<file path="src/rtl/axi_master_wr.sv">
// AXI4 write master: takes a burst request, drives AW/W/B toward the slave and
// pulls write data from a first-word-fall-through FIFO.
module axi_master_wr #(
    parameter int unsigned AXI_ID_WIDTH = 4,
    parameter int unsigned AXI_ID       = 0,
    parameter int unsigned ADDR_WIDTH   = 30,
    parameter int unsigned DATA_WIDTH   = 64
) (
    input  logic                    clk,
    input  logic                    rst,
    input  logic                    wr_start,
    input  logic [ADDR_WIDTH-1:0]   wr_addr,
    input  logic [7:0]              wr_len,
    input  logic [DATA_WIDTH-1:0]   wr_data,
    output logic                    wr_ready,
    output logic                    wr_writing,
    output logic                    wr_done,
    output logic                    wr_err,
    output logic [AXI_ID_WIDTH-1:0] m_axi_awid,
    output logic [ADDR_WIDTH-1:0]   m_axi_awaddr,
    output logic [7:0]              m_axi_awlen,
    output logic [2:0]              m_axi_awsize,
    output logic [1:0]              m_axi_awburst,
    output logic                    m_axi_awvalid,
    input  logic                    m_axi_awready,
    output logic [DATA_WIDTH-1:0]   m_axi_wdata,
    output logic [DATA_WIDTH/8-1:0] m_axi_wstrb,
    output logic                    m_axi_wlast,
    output logic                    m_axi_wvalid,
    input  logic                    m_axi_wready,
    input  logic [AXI_ID_WIDTH-1:0] m_axi_bid,
    input  logic [1:0]              m_axi_bresp,
    input  logic                    m_axi_bvalid,
    output logic                    m_axi_bready
);

    localparam int unsigned STRB_WIDTH = DATA_WIDTH / 8;
    localparam logic [2:0]  AW_SIZE    = 3'($clog2(STRB_WIDTH));

    typedef enum logic [1:0] {
        S_IDLE,
        S_AW,
        S_W,
        S_B
    } state_t;

    state_t                state_q, state_d;
    logic [ADDR_WIDTH-1:0] addr_q, addr_d;
    logic [7:0]            len_q, len_d;
    logic [7:0]            beat_cnt_q, beat_cnt_d;
    logic                  wr_ready_q, wr_ready_d;
    logic                  awvalid_q, awvalid_d;
    logic                  wvalid_q, wvalid_d;
    logic                  wlast_q, wlast_d;
    logic                  bready_q, bready_d;
    logic                  done_q, done_d;
    logic                  err_q, err_d;
    logic                  w_hs;
    logic                  unused_bid;

    assign w_hs       = wvalid_q & m_axi_wready;
    assign unused_bid = ^m_axi_bid;

    // Next-state and registered-output computation
    always_comb begin
        state_d    = state_q;
        addr_d     = addr_q;
        len_d      = len_q;
        beat_cnt_d = beat_cnt_q;
        wlast_d    = wlast_q;
        done_d     = 1'b0;
        err_d      = 1'b0;

        unique case (state_q)
            S_IDLE: begin
                if (wr_start) begin
                    addr_d     = wr_addr;
                    len_d      = wr_len;
                    beat_cnt_d = 8'd0;
                    state_d    = S_AW;
                end
            end
            S_AW: begin
                if (awvalid_q && m_axi_awready) begin
                    wlast_d = (len_q == 8'd0);
                    state_d = S_W;
                end
            end
            S_W: begin
                if (w_hs) begin
                    beat_cnt_d = 8'(beat_cnt_q + 8'd1);
                    if (wlast_q) begin
                        wlast_d = 1'b0;
                        state_d = S_B;
                    end else begin
                        wlast_d = (8'(beat_cnt_q + 8'd1) == len_q);
                    end
                end
            end
            S_B: begin
                if (bready_q && m_axi_bvalid) begin
                    done_d  = 1'b1;
                    err_d   = (m_axi_bresp != 2'b00);
                    state_d = S_IDLE;
                end
            end
            default: state_d = S_IDLE;
        endcase

        wr_ready_d = (state_d == S_IDLE);
        awvalid_d  = (state_d == S_AW);
        wvalid_d   = (state_d == S_W);
        bready_d   = (state_d == S_B);
    end

    always_ff @(posedge clk) begin
        if (rst) begin
            state_q    <= S_IDLE;
            addr_q     <= '0;
            len_q      <= 8'd0;
            beat_cnt_q <= 8'd0;
            wr_ready_q <= 1'b0;
            awvalid_q  <= 1'b0;
            wvalid_q   <= 1'b0;
            wlast_q    <= 1'b0;
            bready_q   <= 1'b0;
            done_q     <= 1'b0;
            err_q      <= 1'b0;
        end else begin
            state_q    <= state_d;
            addr_q     <= addr_d;
            len_q      <= len_d;
            beat_cnt_q <= beat_cnt_d;
            wr_ready_q <= wr_ready_d;
            awvalid_q  <= awvalid_d;
            wvalid_q   <= wvalid_d;
            wlast_q    <= wlast_d;
            bready_q   <= bready_d;
            done_q     <= done_d;
            err_q      <= err_d;
        end
    end

    assign wr_ready      = wr_ready_q;
    assign wr_writing    = w_hs;
    assign wr_done       = done_q;
    assign wr_err        = err_q;
    assign m_axi_awid    = AXI_ID_WIDTH'(AXI_ID);
    assign m_axi_awaddr  = addr_q;
    assign m_axi_awlen   = len_q;
    assign m_axi_awsize  = AW_SIZE;
    assign m_axi_awburst = 2'b01;
    assign m_axi_awvalid = awvalid_q;
    assign m_axi_wdata   = wr_data;
    assign m_axi_wstrb   = '1;
    assign m_axi_wlast   = wlast_q;
    assign m_axi_wvalid  = wvalid_q;
    assign m_axi_bready  = bready_q;

endmodule

</file>
<file path="config.mk">
export PLATFORM = sky130hd
export DESIGN_NAME = axi_master_wr
export DESIGN_NICKNAME = d
export VERILOG_FILES = /design/src/rtl/axi_master_wr.sv
export SDC_FILE = /design/constraint.sdc
export NUM_CORES = 1
export LEC_CHECK = 0
export CAP_MARGIN = 5
export CORE_MARGIN = 5
export CORE_UTILIZATION = 35
export DETAILED_ROUTE_END_ITERATION = 7
export PLACE_DENSITY_LB_ADDON = 0.1
export SKIP_CTS_REPAIR_TIMING = 1
export SYNTH_ARGS = -nofsm -noshare
export SYNTH_HDL_FRONTEND = slang
export SYNTH_SLANG_ARGS = --single-unit
</file>
<file path="constraint.sdc">
create_clock -name clk -period 3.5 [get_ports clk]
set_input_delay 0.7 -clock clk [delete_from_list [all_inputs] [get_ports clk]]
set_output_delay 0.7 -clock clk [all_outputs]
set_load 0.005 [all_outputs]
</file>
==> key figures <==
Routing
  • Routed len/inst: 14.2 um
  • DR vias: 2,231
  • Final WL: 6.95 mm
  • Metal2 WL: 3.25 mm
  • Routed wl met3: 552 um
  • Initial drt markers: 48
  • Met1 WL: 2.92 mm
  • Vias per cell: 4.57
  • DR top layer: met4
  • Antenna viol nets, final: 0
  • DRC: 0
  • TritonRoute pass-1 iters: 4

Final layout
  • Layout cell share with drive strength beyond 1: 4.18%
  • Area growth from synthesis to final layout: 17.3%
  • Nets@finish: 497
  • Antenna cells: 0

Worst setup path
  • CP Data Required Time: 2800 ps
  • CP arrival: 1840 ps
  • Setup CP Type: in2out
  • Crit path capture type: output port
  • Crit-path max FO: 3
  • CP startpoint kind: primary input

Global routing
  • First-pass GRT wire length: 11.1 mm
  • GRT Residual Overflow: 0
  • Initial antenna violation count: 0
  • GRT Overall Usage: 13.4%
  • Largest net degree at the start of global routing: 54
  • Vias in the first global route: 2,309

Pwr
  • VDD IR-drop max: 0.203 mV
  • Total chip power: 0.00127 W
  • Lkg Pwr: 1.26 nW
  • PwrDens: 372 nW/um2

CTS
  • CTS tree: built
  • Num CTS Buffers: 5
  • H-tree level count: 2
  • Clock Path Buffers: 2
  • Clock Pin Slew Worst Setup and Hold Paths: 110 ps
  • Clk Latency, worst-skew pair: 320 ps
  • Clock sinks: 55
  • CTS root buf: clkbuf_8

STA
  • Final number of hold-violating endpoints: 0
  • Slew Viols, Final: 0
  • Achievable Freq: 394 MHz
  • Final Critical Period: 2540 ps
  • Worst-Margin Slew: 576 ps
  • Final setup vio count: 0
  • Final Skew: 11.3 ps
  • Crit share post-route: 72.5%
  • Final TNS setup: 0 ps
  • RSZ-0062 raised after global routing: no
  • Max_slew headroom: 61.6%

Yosys
  • Sequential fraction of the synthesis area: 38.0%
  • Synth Warn #: 0
  • Number of synthesized flops with an enable pin: 0
  • Mean area per synthesized cell: 7.90 um2
  • Yosys top cell area share: 38.0%
  • Post-synth ARST share: 0%
  • Top cells by area, synth: dfxtp_1 38%, buf_4 21%, nand2_1 11%, a21oi_1 8.3%, o21ai_0 1.7%
  • Post-synth cell types: 43
  • Synth Register Bits: 55
  • Dominant synthesized flop cell: dfxtp_1
  • Yosys top cell by area: dfxtp_1
  • Synthesized cell area: 2900 um2
  • Syn Inst Count: 367

Die
  • Starting Density: 35.6%
  • # rows: 33
  • # IOs: 241
  • Die area: 10,200 um2
  • Core Box Area: 8130 um2
  • Die Wd: 101 um
  • Chip height: 101 um

Flow run
  • Max-cap viol count: 0

Run status
  • Status: complete, no violations

Placed design
  • Port Buf Inserts: 91
  • DP HPWL: 4.88 mm
  • RD Place Congestion: 0.790

Hold path
  • HP Class: reg2reg
==> metrics by stage <==
stage | hold WS, ps | util [%] | area [um2] | instances | worst slack, ps
floorplan | 453 | - | 2960 | 382 | 1660
global placement | 441 | 40.7 | 3310 | 480 | 960
detailed placement | 446 | 40.7 | 3310 | 480 | 957
CTS | 462 | 41.8 | 3400 | 488 | 952
global route | 487 | 41.8 | 3400 | 488 | 919
finish | 458 | 41.8 | 3400 | 488 | 964
==> cell type report <==
type / instances / area (um2)
Inverter: 1 / 3.75
Clock inverter: 3 / 18.8
Sequential cell: 55 / 1100
Tap cell: 105 / 131
Multi-Input combinational cell: 225 / 1150
Clock buffer: 5 / 68.8
Timing Repair Buffer: 94 / 928
Fill cell: 848 / 4730
==> placed cells by master (no fill, tap or decap), types with 2 or more instances in the layout <==
cell	netlist	layout
nand2_1	82	82
xor2_1	5	5
and2_1	4	4
buf_4	83	3
dfxtp_1	55	55
nor2_1	13	13
nand3b_1	2	2
clkinv_2	0	2
clkdlybuf4s50_1	0	90
xnor2_1	5	5
a21oi_1	48	48
nor3_1	2	2
nand3_1	6	6
nor4_1	2	2
clkbuf_8	0	5
nor3b_1	3	2
conb_1	2	17
o21ai_0	10	10
or3_1	3	3
and4b_1	2	2
==> worst max-delay path: stages <==
cell             delay (ps)
clkdlybuf4s50_1         490
and2_1                  150
clkdlybuf4s50_1         500
==> flip-flops by register name, summed over array words and instances, names as in the netlist <==
| signal | flops |
|---|---|
| m_axi_awaddr | 30 |
| beat_cnt_q | 8 |
| m_axi_awlen | 8 |
| state_q | 2 |
| m_axi_awvalid | 1 |
| m_axi_bready | 1 |
| m_axi_wlast | 1 |
| m_axi_wvalid | 1 |
| wr_done | 1 |
| wr_err | 1 |
| wr_ready | 1 |
==> synthesized netlist by cell type, types with 2 or more instances <==
master / count
nand2_1: 82
a21oi_1: 48
xor2_1: 5
dfxtp_1: 55
nor2_1: 13
nand3_1: 6
and2_1: 4
conb_1: 2
or3_1: 3
and4b_1: 2
xnor2_1: 5
clkbuf_1: 11
nand3b_1: 2
nor3_1: 2
nor3b_1: 3
buf_2: 5
nor4_1: 2
o21ai_0: 10
buf_4: 83
==> cell families (layout without fill, tap and decap cells) <==
family | after synthesis | in the layout | synth area share, %
AND/OR/NAND/NOR | 127 | 127 | 19.9
buffers and inverters | 102 | 103 | 24.5
AO/OA/AOI/OAI | 68 | 68 | 13.1
flip-flops | 55 | 55 | 38.0
XOR/XNOR | 11 | 11 | 3.58
other | 2 | 17 | 0.259
adder cells (fa/ha/maj) | 1 | 1 | 0.432
multiplexers | 1 | 1 | 0.345
==> layer usage <==
layer / up-vias / global-route usage (%)
met5: - / 0
met4: 0 / 7.26
met3: 37 / 4.22
met2: 72 / 22.1
met1: 985 / 15.5
li1: 1137 / -
==> worst paths after layout <==
check / to / startpoint / slack (ps) / cells past startpoint
worst max-delay path: wr_writing / m_axi_wready / 960 / 3
worst min-delay path: m_axi_awaddr[11]$_SDFFE_PP0P_ / m_axi_awaddr[11]$_SDFFE_PP0P_ / 460 / 2
worst max register to register: m_axi_wlast$_SDFFE_PP0P_ / beat_cnt_q[0]$_SDFFE_PP0P_ / 1490 / 6
worst min register to register: m_axi_awaddr[11]$_SDFFE_PP0P_ / m_axi_awaddr[11]$_SDFFE_PP0P_ / 460 / 2
==> where the power goes <==
part	switching [W]	internal [W]
Clock	0.000216	0.000142
Sequential	0.0000255	0.000659
Combinational	0.0000955	0.000129
Total	0.000337	0.000930
No activity file was read; power rests on OpenSTA's default activity.
